[src/rtl/umix_pkg.sv]
// ----------------------------------------------------------------------------
// umix_pkg
// Shared types for the UM program loader front end.
//   platter_t         : one 32-bit UM platter
//   byte_t            : one scroll byte
//   BYTES_PER_PLATTER : bytes packed into one platter (big-endian)
//   loader_state_t    : FILL (normal byte packing), PEND (flushed partial
//                       word waiting for the output slot to free up)
// ----------------------------------------------------------------------------
package umix_pkg;

  typedef logic [31:0] platter_t;
  typedef logic [7:0]  byte_t;

  localparam int BYTES_PER_PLATTER = 4;

  typedef enum logic {
    FILL = 1'b0,
    PEND = 1'b1
  } loader_state_t;

endpackage

[src/rtl/um_word_index.sv]
// ----------------------------------------------------------------------------
// um_word_index
// Word index counter for the loader. Advances by one on each enabled cycle,
// wrapping modulo 2^addr_bits, and raises a sticky flag the first time it
// wraps from 2^addr_bits-1 back to 0. Only reset clears the flag.
//
// Ports:
//   clk      rising-edge clock
//   r_n      asynchronous active-low reset
//   inc      advance the index this cycle
//   index    current word index
//   wrapped  sticky wrap indicator
// ----------------------------------------------------------------------------
module um_word_index #(
  parameter int addr_bits = 16
) (
  input  logic                 clk,
  input  logic                 r_n,
  input  logic                 inc,
  output logic [addr_bits-1:0] index,
  output logic                 wrapped
);

  logic [addr_bits-1:0] index_reg;
  logic                 wrapped_reg;

  always_ff @(posedge clk or negedge r_n) begin
    if (!r_n) begin
      index_reg   <= '0;
      wrapped_reg <= 1'b0;
    end else if (inc) begin
      index_reg <= index_reg + addr_bits'(1);
      if (&index_reg) begin
        wrapped_reg <= 1'b1;
      end
    end
  end

  assign index   = index_reg;
  assign wrapped = wrapped_reg;

endmodule

[src/rtl/um_word_loader.sv]
// ----------------------------------------------------------------------------
// um_word_loader
// Byte-to-word front end for the UM program loader. Packs a big-endian byte
// stream into 32-bit platters (first byte -> [31:24]) and presents each one
// with its word index over a valid/ready handshake.
//
// Build option:
//   UM_WORD_LOADER_PAD_EN  defined   : flush of a partial word emits it with
//                                      zero low bytes (waiting in PEND if the
//                                      output slot is busy).
//                          undefined : flush discards partial bytes.
//
// Ports:
//   clk        rising-edge clock
//   r_n        asynchronous active-low reset
//   in_data    scroll byte
//   in_valid   in_data valid
//   in_ready   byte accepted on in_valid && in_ready (combinational in out_ready)
//   flush      single-cycle end-of-scroll pulse
//   out_data   assembled platter
//   out_addr   word index of out_data
//   out_valid  out_data/out_addr valid
//   out_ready  word consumed on out_valid && out_ready
//   wrapped    sticky: index has wrapped
// ----------------------------------------------------------------------------
module um_word_loader
  import umix_pkg::*;
#(
  parameter int addr_bits = 16
) (
  input  logic                 clk,
  input  logic                 r_n,
  input  logic [7:0]           in_data,
  input  logic                 in_valid,
  output logic                 in_ready,
  input  logic                 flush,
  output logic [31:0]          out_data,
  output logic [addr_bits-1:0] out_addr,
  output logic                 out_valid,
  input  logic                 out_ready,
  output logic                 wrapped
);

  localparam logic [1:0] LAST_BYTE = 2'(BYTES_PER_PLATTER - 1);

  logic [1:0] cnt_reg, cnt_next;
  platter_t   asm_reg, asm_next;     // unfilled byte lanes are always zero
  platter_t   data_reg;
  logic       valid_reg;

  logic       accept;
  logic       handshake;
  logic       slot_free;
  logic       flush_pend;
  logic       load_word;
  platter_t   load_data;

`ifdef UM_WORD_LOADER_PAD_EN
  loader_state_t state_reg, state_next;
  assign flush_pend = (state_reg == PEND);
`else
  assign flush_pend = 1'b0;
`endif

  assign handshake = valid_reg && out_ready;
  // Output slot can take a new word this edge: empty, or being drained now.
  assign slot_free = !valid_reg || out_ready;
  assign in_ready  = !flush_pend && ((cnt_reg != LAST_BYTE) || slot_free);
  assign accept    = in_valid && in_ready;

  always_comb begin
    cnt_next  = cnt_reg;
    asm_next  = asm_reg;
    load_word = 1'b0;
    load_data = asm_reg;
`ifdef UM_WORD_LOADER_PAD_EN
    state_next = state_reg;

    // A padded word parked by an earlier flush goes out as soon as the slot
    // frees. in_ready is low in PEND, so no byte can collide with this.
    if (state_reg == PEND && slot_free) begin
      load_word  = 1'b1;
      load_data  = asm_reg;
      asm_next   = '0;
      state_next = FILL;
    end
`endif

    // Byte first; a same-cycle flush then sees the updated count.
    if (accept) begin
      if (cnt_reg == LAST_BYTE) begin
        load_word = 1'b1;
        load_data = {asm_reg[31:8], in_data};
        asm_next  = '0;
        cnt_next  = '0;
      end else begin
        case (cnt_reg)
          2'd0:    asm_next[31:24] = in_data;
          2'd1:    asm_next[23:16] = in_data;
          default: asm_next[15:8]  = in_data;
        endcase
        cnt_next = cnt_reg + 2'd1;
      end
    end

    if (flush && (cnt_next != '0)) begin
`ifdef UM_WORD_LOADER_PAD_EN
      if (slot_free) begin
        load_word = 1'b1;
        load_data = asm_next;
        asm_next  = '0;
      end else begin
        // Keep the padded word in the assembly register until the slot frees.
        state_next = PEND;
      end
`else
      asm_next = '0;
`endif
      cnt_next = '0;
    end
  end

  always_ff @(posedge clk or negedge r_n) begin
    if (!r_n) begin
      cnt_reg   <= '0;
      asm_reg   <= '0;
      data_reg  <= '0;
      valid_reg <= 1'b0;
    end else begin
      cnt_reg <= cnt_next;
      asm_reg <= asm_next;
      if (load_word) begin
        data_reg  <= load_data;
        valid_reg <= 1'b1;
      end else if (handshake) begin
        valid_reg <= 1'b0;
      end
    end
  end

`ifdef UM_WORD_LOADER_PAD_EN
  always_ff @(posedge clk or negedge r_n) begin
    if (!r_n) begin
      state_reg <= FILL;
    end else begin
      state_reg <= state_next;
    end
  end
`endif

  // The index counter only moves on a handshake, so while a word is held it
  // is exactly that word's index and can drive out_addr directly.
  um_word_index #(
    .addr_bits(addr_bits)
  ) u_word_index (
    .clk     (clk),
    .r_n     (r_n),
    .inc     (handshake),
    .index   (out_addr),
    .wrapped (wrapped)
  );

  assign out_data  = data_reg;
  assign out_valid = valid_reg;

endmodule

[config.mk]
export PLATFORM = sky130hd
export DESIGN_NAME = um_word_loader
export DESIGN_NICKNAME = d
export VERILOG_FILES = /design/src/rtl/umix_pkg.sv /design/src/rtl/um_word_index.sv /design/src/rtl/um_word_loader.sv
export SDC_FILE = /design/constraint.sdc
export NUM_CORES = 1
export LEC_CHECK = 0
export CORE_MARGIN = 2
export CORE_UTILIZATION = 51
export CTS_CLUSTER_SIZE = 10
export DETAILED_ROUTE_END_ITERATION = 10
export GPL_TIMING_DRIVEN = 0
export HOLD_SLACK_MARGIN = 0.05
export PLACE_DENSITY = 0.79
export SLEW_MARGIN = 20
export SYNTH_ARGS = -nofsm -noshare
export SYNTH_HDL_FRONTEND = slang
export SYNTH_HIERARCHICAL = 1
export SYNTH_SLANG_ARGS = --single-unit
[constraint.sdc]
create_clock -name clk -period 1.9 [get_ports clk]
set_input_delay 0.285 -clock clk [delete_from_list [all_inputs] [get_ports clk]]
set_output_delay 0.285 -clock clk [all_outputs]
set_load 0.01 [all_outputs]
* Word-level counts from Yosys, hierarchy flattened *
Cells that the tools add are included.

storage, ports and cells
  flip-flop bits (word level) = 84
  bits in latches = 0
  RAM bits = 0
  memory bits (read-only) = 0
  input bits = 13
  output and inout bits = 51
  logic and storage cells = 50
  memories = 0

cells by class
  add/subtract/negate cells = 2
  multipliers = 0
  divide/modulo/power cells = 0
  magnitude comparators = 0
  eq/ne operators = 4
  shifts and indexed selects = 0
  multiplexer cells = 16
  bitwise gates (word level) = 0
  reductions and logical operators = 19

operators with widths
  cell                                           count
  two-way mux 32 bit                             2
  two-way mux 8 bit                              6
  two-way mux 24 bit                             1
  AND reduction 17 bit                           1
  adder 16 x 1 -> 16 bit, second input constant  1
  AND reduction 2 bit                            4
  nonzero test 2 bit                             4
  two-way mux 2 bit                              3
  nonzero test 3 bit                             2
  two-way mux 1 bit                              4
  logical AND 1 bit                              3
  != test 3 x 1 -> 1 bit, second input constant  1
  adder 2 x 1 -> 2 bit, second input constant    1
  == test 2 x 1 -> 1 bit, second input constant  1
  == test 2 bit, second input constant           1
  logical NOT 2 bit                              1
  logical OR 1 bit                               2
  != test 2 bit, second input constant           1
  OR reduction 2 bit                             1
  logical NOT 1 bit                              1

* Depth between registers and ports, before layout *
  depth in word-level cells = 9
  depth in mapped cells = 6
  depth with buffers taken out = 6

* Hierarchy *
Netlist, hierarchy kept.

modules (own cells, without submodules)
  module          times used  cells an instance  area each (um2)  seq. area each (um2)
  um_word_loader  1           177                2,412.3          1,476.4
  um_word_index   1           59                 714.4            425.4

* Least setup slack after synthesis *
No wires, ideal clock.

  kind = reg-to-reg
  from = register cnt_reg[0]
  to = register asm_reg[21]
  library setup time = 73 ps
  arrival time = 1,622 ps
  data required time = 1,827 ps
  setup slack = 205 ps
  cell stages (with the launch flop) = 7
  path buffers = 1
  period minus slack after synthesis = 1,695 ps
  cells stage by stage = dfrtp_1 -> ha_1 -> nand3b_2 -> nand2_1 -> o32a_2 -> buf_6 -> nor2_1

on the way
  longest elaborated chain between the ends = 8
  elaborated cells between the ends (all ways) = 16
  those cells by class = add/sub (1); eq/ne (3); mux (5); reduce/logical (7)

ends and longest elaborated chain
  element                                                                    RTL line               RTL
  start: declaration                                                         um_word_loader.sv:46   logic [1:0] cnt_reg, cnt_next;
  start signal: assignment                                                   um_word_loader.sv:130  cnt_reg <= cnt_next;
  != test 2 bit (*)                                                          um_word_loader.sv:68   assign in_ready = !flush_pend && ((cnt_reg != LAST_BYTE) || slot_free);
  logical OR 1 bit (*)                                                       um_word_loader.sv:68
  named net in_ready                                                         um_word_loader.sv:35   output logic in_ready,
  logical AND 1 bit (*)                                                      um_word_loader.sv:69   assign accept = in_valid && in_ready;
  two-way mux 2 bit                                                          um_word_loader.sv:90   if (accept) begin
  nonzero test 2 bit                                                         um_word_loader.sv:106  if (flush && (cnt_next != '0)) begin
  logical AND 1 bit                                                          um_word_loader.sv:106
  nonzero test 3 bit (no source line) or nonzero test 2 bit (tied branches)  n/a
  AND reduction 2 bit (no source line)                                       n/a
  end signal: assignment                                                     um_word_loader.sv:131  asm_reg <= asm_next;
  end: declaration                                                           um_word_loader.sv:47   platter_t asm_reg, asm_next;

The timed path passes the listed nets; every way through them passes the cells marked *. The select of a mux whose other input is x is not followed.
A chain may end at the register's enable or synchronous reset.

* Worst setup path after layout *
  from = register cnt_reg[0]
  to = output port in_ready

on the way
  longest elaborated chain between the ends = 2

ends and longest elaborated chain
  element           RTL line
  != test 2 bit     um_word_loader.sv:68
  logical OR 1 bit  um_word_loader.sv:68
  end: declaration  um_word_loader.sv:35

No other way between the ends.

==> results.md <==
- Post-Synth XOR/XNOR Area: 4.202%
- DR pass1 iterations: 4
- CP arrival: 1.48 ns
- Post-route DRC: 0
- Synthesized flop and latch total: 76
- Share of cells above drive strength 1: 20.82%
- Global-route wire length before repair: 10.12 mm
- Power Density: 922.0 nW/um2
- WL/cell: 15.84 um
- Initial Utilization: 52.81%
- Most common cell after layout, fill and taps aside: dfrtp_1
- Status: finished clean
- Iteration-0 DRC count of the detailed router: 99
- Synth Area in Compound Gates: 8.884%
- Reg-to-reg slack, setup: 0.14 ns
- Clock slew at reported path FFs: 0.09 ns
- Total CTS buffers: 9
- Ys Warns: 6
- Post-synthesis cell type count: 33
- Final core utilization: 69.57%
- Worst setup path class: flip-flop to output pin
- Final critical-path share of the clock period: 92.82%
- Mux cell area share after synthesis: 11.88%
- Mapped Area: 3127 um2
- Fin crit period: 1.763 ns
- # port buffers: 63
- Vias in the first global route: 2009
- Worst Path Required: 1.62 ns
- Clock sink count: 76
- Std-Cell Rows: 28
- Hold WS: 0.3960 ns
- Die width: 82.30 um
- RSZ-0062 raised after global routing: false
- Initial antenna violation count: 0
- Dpl hpwl: 4.320 mm
- Commonest cells after routing, fill and taps aside: dfrtp_1 (75), clkdlybuf4s50_1 (61), mux2_2 (32)
- ANT cells: 0
- Grt total ovfl: 0
- Final Worst Setup Slack: 0.1365 ns
- VDD IR max: 0.4911 mV
- IO Count: 64
- Post-CTS Setup Bufs: 0
- Die ar.: 6773 um2
- Avg Inst Size Synth: 13.25 um2
- Post-route ant nets: 0
- Final setup viols: 0
- Final Routed Wirelength: 6.210 mm
- Max Cap Viol: 0
- Leak: 0.001901 uW
- Max_slew headroom: 54.90%
- Clk_lat worst skew: 0.34 ns
- Crit. End Element: output pin
- Worst min path class: input pin to asynchronous set/reset pin
- Synth Area in Simple Gates: 10.64%
- Post-synth net total: 253
- Die height: 82.30 um
- Skew final: 0.01439 ns
- Global Route Usage Sum: 20.14%
- Fin. max-slew vios: 0
- Post-route design area: 4119 um2
- Flip-flop count of the largest register after layout: 32
- Layout Nets: 329
- CTS Buffer Depth: 2
- GPL Wtd Cong: 0.7923
- Worst-path fanout max: 8
- Pre-CTS setup slack: -0.2288 ns
- Fmax achieved: 0.5671 GHz
- Worst-Margin Slew: 0.6736 ns
- Number of H-tree levels: 3
- Largest family of logic cells by synthesized area: multiplexers
- Clock tree from TritonCTS: yes
- Synth-to-layout area growth: 31.73%
- CTS Root Cell: clkbuf_8
- Core Box Area: 5921 um2
- Startpoint Class: flip-flop
- Final Hold Fails: 0
- Placed Area: 3876 um2
- Vias: 2094
- Via/cell ratio: 5.342
- Synthesized-area fraction occupied by adder cells: 1.601%
- Largest net degree at the start of global routing: 52
- Post-synthesis sequential area ratio: 60.82%
- Syn Inst Count: 236
synth_stat cells, drive strengths merged:
cell type	number	area [um2]
nand2b	3	18.77
a22o	8	70.07
a21o	1	7.510
a21oi	2	10.01
and2	2	12.51
mux2	33	371.6
nand4	6	37.54
buf	4	33.78
nor3	4	35.03
ha	4	50.05
dfrtp	76	1902
o31a	1	8.760
nand3b	1	11.26
o211ai	1	7.510
o32a	1	11.26
a22oi	9	67.56
nand3	2	10.01
a31oi	1	12.51
a211oi	1	12.51
a221oi	8	70.07
and3	2	12.51
clkbuf	3	12.51
nand2	10	37.54
inv	4	15.01
nor2b	10	62.56
xor2	6	52.55
or2	1	8.760
nor2	23	86.33
xnor2	9	78.83
kinds of logic after synthesis:
logic type	Yosys count
flops	76
simple gates	64
compound gates	33
mux	33
xor+xnor	15
buf+inv	11
fa+ha+maj	4
worst max-delay path: stages, from the launching register on:
cell           delay (ns)
dfrtp_2              0.44
ha_4                 0.21
nand3b_2             0.17
dlygate4sd2_1        0.34
power breakdown:
part	switching (uW)	internal [uW]	leakage, uW	total, uW
Sequential	95.2	1770	0.00104	1860
Clock	596	743	0.000111	1340
Combinational	257	342	0.000752	599
area by class of cell:
type	count	area (um2)
multi-input combinational	149	1180
sequential	76	1903
tap	75	93.84
buffer	7	47.55
clock inverter	6	87.58
inverter	4	15.01
timing repair buffer	65	664.4
fill	451	1802
clock buffer	10	127.6
final timing paths:
path	to	from	cells past startpoint
setup / recovery	in_ready	cnt_reg[0]	3
hold / removal	out_data[8]	r_n	2
setup reg to reg	asm_reg[12]	cnt_reg[0]	6
hold reg to reg	u_word_index/wrapped	u_word_index/wrapped	1
max in group asynchronous	asm_reg[23]	r_n	3
min in group clk	u_word_index/wrapped	u_word_index/wrapped	1
what timing repair did:
action                     in CTS  in global routing
gates resized for setup         2                  5
hold buffers                    1                  0
setup endpoints to repair       3                 49
cloned                          0                  0
pin swaps                       0                  1
hold endpoints to repair       25                  0
per-stage QoR:
step                cells  setup TNS [ns]  total power, uW
finish                392               0             3798
global route          392               0             3964
CTS                   392               0             3820
detailed placement    375          -6.378             2491
global placement      374         -157.15             2462
floorplan             236               0             2152
per-layer routing:
metal	GRT usage (%)	part of all wire [%]	vias up
met2	28.06	46	46
li1	-	-	997
met3	5.000	3.8	6
met5	0	0	-
met1	31.05	50	1045
met4	6.000	0.77	0
(Power assumes the default switching activity.)
